`src/rtl/uart_pkg.sv`:
```
// Shared UART definitions: receiver FSM state encoding and the default
// oversampling ratio used by the RX, TX and baud-generator blocks.
package uart_pkg;

  // Oversampling ticks per bit time produced by the shared baud generator.
  localparam int unsigned OVERSAMPLE_DEFAULT = 16;

  // Default payload width of one frame.
  localparam int unsigned DATA_BITS_DEFAULT = 8;

  // Receiver states; 3-bit encoding leaves 5..7 unused (recovered to IDLE).
  typedef enum logic [2:0] {
    RX_IDLE      = 3'd0,
    RX_START     = 3'd1,
    RX_DATA      = 3'd2,
    RX_STOP      = 3'd3,
    RX_WAIT_HIGH = 3'd4
  } rx_state_e;

endpackage

```
`src/rtl/uart_sync2.sv`:
```
// Generic two-flop synchronizer for bringing asynchronous inputs into the
// clk domain. RESET_VALUE sets the flops' reset state so a line that idles
// high (such as a UART rx pin) does not look active while leaving reset.
module uart_sync2 #(
  parameter int unsigned           WIDTH       = 1,
  parameter logic [WIDTH-1:0]      RESET_VALUE = '1
) (
  input  logic             clk,
  input  logic             reset,
  input  logic [WIDTH-1:0] d_i,
  output logic [WIDTH-1:0] q_o
);

  logic [WIDTH-1:0] meta_q;
  logic [WIDTH-1:0] sync_q;

  // Two-stage capture; the first stage may go metastable, the second settles.
  // NOTE: sequential state uses non-blocking assignments so every flop samples
  // the pre-edge value of the others, independent of statement order.
  always_ff @(posedge clk or posedge reset) begin
    if (reset) begin
      meta_q <= RESET_VALUE;
      sync_q <= RESET_VALUE;
    end else begin
      meta_q <= d_i;
      sync_q <= meta_q;
    end
  end

  assign q_o = sync_q;

endmodule

```
`src/rtl/uart_rx.sv`:
```
// UART receiver: 1 start bit, DATA_BITS data bits LSB-first, 1 stop bit.
// The rx pin is synchronized, then sampled at the middle of each bit using
// the oversampling tick. Received bytes are offered on a valid/ready port;
// bad stop bits raise frame_err and bytes arriving while the previous one is
// still unaccepted raise overrun_err. OVERSAMPLE must be even and >= 4, and
// DATA_BITS must be at least 2.
module uart_rx
  import uart_pkg::*;
#(
  parameter int unsigned DATA_BITS  = DATA_BITS_DEFAULT,
  parameter int unsigned OVERSAMPLE = OVERSAMPLE_DEFAULT
) (
  input  logic                 clk,
  input  logic                 reset,
  input  logic                 rx,
  input  logic                 tick_os,
  output logic [DATA_BITS-1:0] rx_data,
  output logic                 rx_valid,
  input  logic                 rx_ready,
  output logic                 rx_busy,
  output logic                 frame_err,
  output logic                 overrun_err
);

  localparam int unsigned OS_W = $clog2(OVERSAMPLE);
  localparam int unsigned BC_W = $clog2(DATA_BITS + 1);

  // Tick counts at which the line is sampled: mid start bit is half a bit
  // after the falling edge; every later sample is a full bit after the last.
  localparam logic [OS_W-1:0] OS_HALF = OS_W'(OVERSAMPLE / 2 - 1);
  localparam logic [OS_W-1:0] OS_LAST = OS_W'(OVERSAMPLE - 1);
  localparam logic [BC_W-1:0] BC_LAST = BC_W'(DATA_BITS - 1);

  logic                 rxs;

  rx_state_e            state_q,     state_d;
  logic [OS_W-1:0]      os_cnt_q,    os_cnt_d;
  logic [BC_W-1:0]      bit_cnt_q,   bit_cnt_d;
  logic [DATA_BITS-1:0] shift_q,     shift_d;
  logic [DATA_BITS-1:0] data_q,      data_d;
  logic                 valid_q,     valid_d;
  logic                 frame_err_q, frame_err_d;
  logic                 overrun_q,   overrun_d;
  logic                 accept;

  // Idle-high line: reset the synchronizer to 1 so reset release is not a start bit.
  uart_sync2 #(
    .WIDTH       (1),
    .RESET_VALUE (1'b1)
  ) u_rx_sync (
    .clk   (clk),
    .reset (reset),
    .d_i   (rx),
    .q_o   (rxs)
  );

  // State, counters and output registers.
  always_ff @(posedge clk or posedge reset) begin
    if (reset) begin
      state_q     <= RX_IDLE;
      os_cnt_q    <= '0;
      bit_cnt_q   <= '0;
      shift_q     <= '0;
      data_q      <= '0;
      valid_q     <= 1'b0;
      frame_err_q <= 1'b0;
      overrun_q   <= 1'b0;
    end else begin
      state_q     <= state_d;
      os_cnt_q    <= os_cnt_d;
      bit_cnt_q   <= bit_cnt_d;
      shift_q     <= shift_d;
      data_q      <= data_d;
      valid_q     <= valid_d;
      frame_err_q <= frame_err_d;
      overrun_q   <= overrun_d;
    end
  end

  // Next-state logic: bit sampling, byte hand-off and error detection.
  always_comb begin
    // NOTE: every variable gets a default before the case so no path leaves
    // one unassigned, which would otherwise infer a latch.
    state_d     = state_q;
    os_cnt_d    = os_cnt_q;
    bit_cnt_d   = bit_cnt_q;
    shift_d     = shift_q;
    data_d      = data_q;
    valid_d     = valid_q;
    frame_err_d = 1'b0;
    overrun_d   = 1'b0;

    // The consumer takes the held byte; a byte loaded below overrides this.
    accept = valid_q & rx_ready;
    if (accept) begin
      valid_d = 1'b0;
    end

    case (state_q)
      RX_IDLE: begin
        // Falling edge of the start bit; no tick needed to notice it.
        if (!rxs) begin
          state_d  = RX_START;
          os_cnt_d = '0;
        end
      end

      RX_START: begin
        if (tick_os) begin
          if (os_cnt_q == OS_HALF) begin
            os_cnt_d = '0;
            if (!rxs) begin
              state_d   = RX_DATA;
              bit_cnt_d = '0;
            end else begin
              // Line went back high before mid start bit: a glitch.
              state_d = RX_IDLE;
            end
          end else begin
            os_cnt_d = os_cnt_q + OS_W'(1);
          end
        end
      end

      RX_DATA: begin
        if (tick_os) begin
          if (os_cnt_q == OS_LAST) begin
            // LSB arrives first, so shifting right lands it in bit 0 at the end.
            shift_d   = {rxs, shift_q[DATA_BITS-1:1]};
            os_cnt_d  = '0;
            bit_cnt_d = bit_cnt_q + BC_W'(1);
            if (bit_cnt_q == BC_LAST) begin
              state_d = RX_STOP;
            end
          end else begin
            os_cnt_d = os_cnt_q + OS_W'(1);
          end
        end
      end

      RX_STOP: begin
        if (tick_os) begin
          if (os_cnt_q == OS_LAST) begin
            os_cnt_d = '0;
            if (rxs) begin
              // Leave at mid stop bit so a back-to-back start edge is seen.
              state_d = RX_IDLE;
              if (!valid_q || accept) begin
                data_d  = shift_q;
                valid_d = 1'b1;
              end else begin
                overrun_d = 1'b1;
              end
            end else begin
              frame_err_d = 1'b1;
              state_d     = RX_WAIT_HIGH;
            end
          end else begin
            os_cnt_d = os_cnt_q + OS_W'(1);
          end
        end
      end

      RX_WAIT_HIGH: begin
        // Hold off until the line idles so a long break reports only once.
        if (rxs) begin
          state_d = RX_IDLE;
        end
      end

      default: begin
        state_d   = RX_IDLE;
        os_cnt_d  = '0;
        bit_cnt_d = '0;
      end
    endcase
  end

  assign rx_data     = data_q;
  assign rx_valid    = valid_q;
  assign rx_busy     = (state_q != RX_IDLE);
  assign frame_err   = frame_err_q;
  assign overrun_err = overrun_q;

endmodule
```
`config.mk`:
```
export PLATFORM = sky130hd
export DESIGN_NAME = uart_rx
export DESIGN_NICKNAME = d
export VERILOG_FILES = /design/src/rtl/uart_pkg.sv /design/src/rtl/uart_sync2.sv /design/src/rtl/uart_rx.sv
export SDC_FILE = /design/constraint.sdc
export NUM_CORES = 1
export LEC_CHECK = 0
export BUFFER_PORTS_ARGS = -buffer_cell sky130_fd_sc_hd__buf_2
export CORE_ASPECT_RATIO = 2
export CORE_MARGIN = 2
export CORE_UTILIZATION = 51
export CTS_CLUSTER_SIZE = 40
export DETAILED_ROUTE_END_ITERATION = 10
export PLACE_DENSITY = 0.74
export SYNTH_ARGS = -nofsm -noshare
export SYNTH_HDL_FRONTEND = slang
export SYNTH_SLANG_ARGS = --single-unit
```
`constraint.sdc`:
```
create_clock -name clk -period 1.8 [get_ports clk]
set_clock_uncertainty 0.2 [all_clocks]
set_input_delay 0.09 -clock clk [delete_from_list [all_inputs] [get_ports clk]]
set_output_delay 0.09 -clock clk [all_outputs]
set_load 0.01 [all_outputs]
```
==> results of run 1 <==
## metrics by stage
step | instance area (um2) | hold WS [ns] | setup TNS [ns] | utilization | std cells
5_1_grt | 1930 | 0.0403 | -2.40 | 0.705 | 196
3_5_place_dp | 1700 | -0.0110 | -1.73 | 0.620 | 184
2_1_floorplan | 1480 | -0.106 | -0.642 | - | 129
4_1_cts | 1860 | 0.0114 | -2.12 | 0.681 | 196
6_report | 1930 | 0.0279 | -1.49 | 0.705 | 196
3_3_place_gp | 1700 | -0.0189 | -1.23 | 0.620 | 184
## per-layer routing
| metal | share of wire | global-route usage |
|---|---|---|
| met4 | 0.030 | 0.116 |
| met1 | 0.37 | 0.222 |
| met3 | 0.025 | 0.0475 |
| met2 | 0.57 | 0.391 |
| met5 | 0 | 0 |
## repair_timing
item / CTS / global route
hold endpoints to repair: 35 / 0
gates resized for setup: 3 / 13
cloned: 0 / 0
hold buffers: 3 / 0
endpoints found under the setup margin: 20 / 22
pin swaps: 1 / 5
setup buffers: 1 / 0
## Yosys cell counts (3+ instances only)
library cell / n / area, um2
a21oi_1: 5 / 25.0
a31oi_1: 3 / 18.8
buf_2: 3 / 15.0
clkbuf_1: 3 / 11.3
dfrtp_1: 30 / 751
inv_1: 5 / 18.8
mux2_2: 16 / 180
nand2_1: 10 / 37.5
nand2b_1: 3 / 18.8
nand3_1: 5 / 25.0
nor2_1: 8 / 30.0
nor3_1: 4 / 20.0
o21ai_0: 5 / 25.0
## area by class of cell
type | count | area (um2)
repair buffers | 37 | 258
flip-flops and latches | 32 | 803
clock buffers | 5 | 68.8
clock inverters | 3 | 42.5
multi-input cells | 85 | 701
well taps | 29 | 36.3
inverters | 5 | 18.8
fillers | 198 | 808
## where the power goes
| group | switching (uW) | internal, uW | total [uW] |
|---|---|---|---|
| sequential | 100 | 815 | 915 |
| clock | 277 | 409 | 686 |
| combinational | 459 | 408 | 867 |
| total | 836 | 1630 | 2470 |
## state kept, by name (all words and copies together), names as in the netlist
signal / count
state_q: 3
rx_valid: 1
rx_data: 8
frame_err: 1
shift_q: 8
os_cnt_q: 4
u_rx_sync.q_o: 1
bit_cnt_q: 4
overrun_err: 1
u_rx_sync.meta_q: 1
## logic make-up (layout without fill, tap and decap cells)
logic type | count (synthesis) | in the layout | synth area share
muxes | 18 | 18 | 0.137
and+or+nand+nor | 40 | 40 | 0.142
AOI/OAI and AO/OA | 23 | 23 | 0.109
buffers and inverters | 12 | 50 | 0.0358
adders and majority gates | 2 | 2 | 0.0171
DFF | 32 | 32 | 0.548
xor gates and xnor gates | 2 | 2 | 0.0119
## final timing paths
path	startpoint	endpoint	slack, ns	cells after the start
hold / removal	tick_os	os_cnt_q[1]$_DFFE_PP0P_	0.03	3
setup reg to reg	os_cnt_q[0]$_DFFE_PP0P_	bit_cnt_q[1]$_DFFE_PP0P_	-0.15	5
max in group asynchronous	reset	u_rx_sync.meta_q$_DFF_PP1_	0.85	4
hold reg to reg	u_rx_sync.meta_q$_DFF_PP1_	u_rx_sync.q_o$_DFF_PP1_	0.16	0
setup / recovery	os_cnt_q[0]$_DFFE_PP0P_	bit_cnt_q[1]$_DFFE_PP0P_	-0.15	5
min in group asynchronous	reset	shift_q[0]$_DFFE_PP0P_	0.22	4
## worst min-delay path: stages
cell and delay [ns]:
buf_2 0.16, mux2i_1 0.14, o21ai_0 0.08
==> flow_summary.ini, run 1 <==
[worst_setup_path]
crit_arrival_ns = 1.96
cpMaxStageDelayCell = or4_4
startpoint_type = flop
end_kind = flop
crit_family = simple AND/OR/NAND/NOR gates
crit_required_ns = 1.82
crit_type = reg2reg
cp_num_buf_inv = 0
cpPeakStageDelay_ns = 0.44
critPathMaxFanout = 4
crit_chain = ha_2 -> nand3_4 -> or4_4 -> a311oi_4 -> mux2i_1

[logic_synthesis]
postSynthAreaPerCell_um2 = 11.4
synth_area_um2 = 1470
synthCells = 129
ys.flop_type = dfrtp_1
seq_area_frac_synth = 0.548
synth_nets = 136
ys_warn_count = 0
synth_edf_count = 0
yosysUniqueCellTypes = 36
yosys_register_bits = 32
async_flop_share = 1.00

[global_route]
grtUsageTotal = 0.215
grt-ovfl-total = 0
grt_pass1_vias = 1159
grt_pass1_wl_mm = 5.31
antenna_found_initial = 0
grt_max_degree = 33

[cts]
clockRootBuffer = clkbuf_8
clk_pin_slew_ns = 0.07
numCtsBuffers = 5
h-tree-depth = 2
cts.sinks = 32
clk_latency_ns = 0.29
cts_tree = yes
cts_max_path_buffers = 2

[timing]
worstMarginPinSlew_ns = 0.398
fin_ws_ns = -0.146
hold_violations = 0
finalSetupViolCount = 12
slew_viol_final = 0
layout_min_cycle_time_ns = 1.95
min_period_over_period = 1.08
max_clock_freq_ghz = 0.514
rsz0062_at_grt = yes
relSlewSlack = 0.735

[die]
fp.dieH_um = 79.8
io_pins = 17
floorplan.initialDensity = 0.536
core_um2 = 2740
rows = 27
fp.dieW_um = 41.9
dieArea_um2 = 3350

[placement]
port_buffers = 16
place_ws_ns = -0.156
gp_congestion = 0.929
dp_hpwl_mm = 2.15

[route]
viasPerCell = 5.68
drc = 0
wl_per_cell_um = 16.1
drtIter0Drc = 15
postRouteAntennaNets = 0
vias = 1114
drtPass1Iterations = 4
wirelength_mm = 3.15

[run_status]
violations = setup timing
status = finished, violations left

[final_layout]
syn2layout_area_growth_pct = 31.5
diodes = 0
final_common_cell = dfrtp_1
drive_above_1_share = 0.455
final_nets = 173
final_cell_mix = dfrtp_1 (30), buf_4 (17), mux2_2 (16), buf_2 (16), nand2_1 (10)

[worst_hold_path]
hold_class = in2reg

[pwr]
p_per_area_nw_per_um2 = 1280
ir_worst_vdd_v = 0.000882
p_total_uw = 2470
leakagePower_uw = 0.000906

[flow_run]
maxCapViolCount = 0
(Power assumes the default switching activity.)
==> run 2: changes to the inputs <==
--- a/config.mk
+++ b/config.mk
@@ -11,6 +11,7 @@
 export CORE_UTILIZATION = 51
 export CTS_CLUSTER_SIZE = 40
 export DETAILED_ROUTE_END_ITERATION = 10
+export MAX_ROUTING_LAYER = met4
 export PLACE_DENSITY = 0.74
 export SYNTH_ARGS = -nofsm -noshare
 export SYNTH_HDL_FRONTEND = slang
==> flow_summary.ini, run 2 (synthesis results as in run 1) <==
[worst_setup_path]
crit_arrival_ns = 1.96
critPathMaxFanout = 4
r2r-start = os_cnt_q[1]$_DFFE_PP0P_
crit_required_ns = 1.80
crit_type = reg2reg
cpPeakStageDelay_ns = 0.45
cp.depth = 5
cpMaxStageDelayCell = or4_4
end_kind = flop
crit_family = simple AND/OR/NAND/NOR gates
crit_end = bit_cnt_q[1]$_DFFE_PP0P_
crit_chain = ha_4 -> nand3_4 -> or4_4 -> a311oi_4 -> mux2i_1
reg2reg_slack_ns = -0.15
reg2reg_depth = 5
cp_num_buf_inv = 0
r2r_end = bit_cnt_q[1]$_DFFE_PP0P_
startpoint_type = flop
crit_start = os_cnt_q[1]$_DFFE_PP0P_

[run_status]
status = finished, violations left
violations = setup timing

[cts]
cts.sinks = 32
cts_max_path_buffers = 2
numCtsBuffers = 5
clk_pin_slew_ns = 0.06
clk_latency_ns = 0.28
cts_tree = yes
clockRootBuffer = clkbuf_8
h-tree-depth = 2

[timing]
finalSetupViolCount = 12
fin_ws_ns = -0.155
worstMarginPinSlew_ns = 0.380
max_clock_freq_ghz = 0.512
hold_violations = 0
slew_viol_final = 0
relSlewSlack = 0.747
rsz0062_at_grt = yes
min_period_over_period = 1.09
layout_min_cycle_time_ns = 1.95
fin_setup_tns_ns = -0.790
hold_slack_ns = 0.0466

[global_route]
grt_pass1_vias = 1060
grt-ovfl-total = 0
busiest_layer = met2
grt_max_degree = 33
met2_usage = 0.336
grtUsageTotal = 0.194
antenna_found_initial = 0
grt_pass1_wl_mm = 4.69
met1_usage = 0.183
met3_usage = 0.0498

[route]
wirelength_mm = 2.98
vias = 1133
wl_per_cell_um = 15.1
drtIter0Drc = 32
drc = 0
viasPerCell = 5.72
postRouteAntennaNets = 0
drtPass1Iterations = 4

[final_layout]
final_nets = 175
drive_above_1_share = 0.426
syn2layout_area_growth_pct = 32.2
final_common_cell = dfrtp_1
final_cell_mix = dfrtp_1 (30), buf_4 (19), buf_2 (16), mux2_2 (11), nand2_1 (10)
diodes = 0

[placement]
port_buffers = 16
gp_congestion = 0.930
place_ws_ns = -0.170
dp_hpwl_mm = 2.08

[die]
core_um2 = 2740
fp.dieH_um = 79.8
io_pins = 17
rows = 27
floorplan.initialDensity = 0.536
fp.dieW_um = 41.9
dieArea_um2 = 3350

[pwr]
leakagePower_uw = 0.000912
ir_worst_vdd_v = 0.00120
p_per_area_nw_per_um2 = 1250

[flow_run]
maxCapViolCount = 0

[worst_hold_path]
hold_class = in2reg
[run 2: cell count changes in the layout (fill, tap and decap cells not counted), sizes merged]
cell and delta:
buf +2, clkinvlp -1, clkbuf +1
[run 2: power breakdown]
| group | internal (uW) | switching, uW | leakage (uW) |
|---|---|---|---|
| sequential | 815 | 98.5 | 0.000423 |
| clock | 410 | 249 | 0.0000552 |
| combinational | 413 | 428 | 0.000434 |
| total | 1640 | 776 | 0.000912 |
[run 2: metal layers]
metal | wire (um) | up-vias
met5 | 0 | -
met4 | 171 | 0
met3 | 143 | 15
met2 | 1620 | 42
met1 | 1050 | 541
li1 | - | 535
[run 2: worst min path at each step]
stage / depth (start not counted) / startpoint / end
5_1_grt: 4 / tick_os / frame_err$_DFF_PP0_
4_1_cts: 4 / tick_os / frame_err$_DFF_PP0_
3_3_place_gp: 3 / reset / shift_q[1]$_DFFE_PP0P_
3_5_place_dp: 3 / reset / shift_q[1]$_DFFE_PP0P_
2_1_floorplan: 0 / rx / u_rx_sync.meta_q$_DFF_PP1_
6_report: 4 / tick_os / frame_err$_DFF_PP0_
[run 2: layout make-up]
| cell class | count | area [um2] |
|---|---|---|
| Timing Repair Buffer | 39 | 273 |
| Tap cell | 29 | 36.3 |
| Inverter | 5 | 18.8 |
| Sequential cell | 32 | 803 |
| Fill cell | 196 | 798 |
| Clock buffer | 6 | 72.6 |
| Multi-Input combinational cell | 85 | 699 |
| Clock inverter | 2 | 35.0 |
[run 2: per-stage QoR]
| step | cell area (um2) | total power [uW] | instances | utilization |
|---|---|---|---|---|
| 3_5_place_dp | 1700 | 1650 | 185 | 0.623 |
| 3_3_place_gp | 1700 | 1620 | 185 | 0.623 |
| 5_1_grt | 1940 | 2570 | 198 | 0.708 |
| 4_1_cts | 1870 | 2360 | 197 | 0.683 |
| 2_1_floorplan | 1480 | 1350 | 129 | - |
| 6_report | 1940 | 2410 | 198 | 0.708 |
[run 2: what timing repair did]
action	in CTS	in global routing
gates resized for setup	3	12
endpoints found under the setup margin	20	21
hold buffers	3	0
setup buffers	1	1
pin swaps	2	5
endpoints found under the hold margin	35	0
[run 2: worst min-delay path: stages]
cell and delay (ns):
buf_2 0.13, nand3_4 0.10, or3_1 0.13, nor2_1 0.04
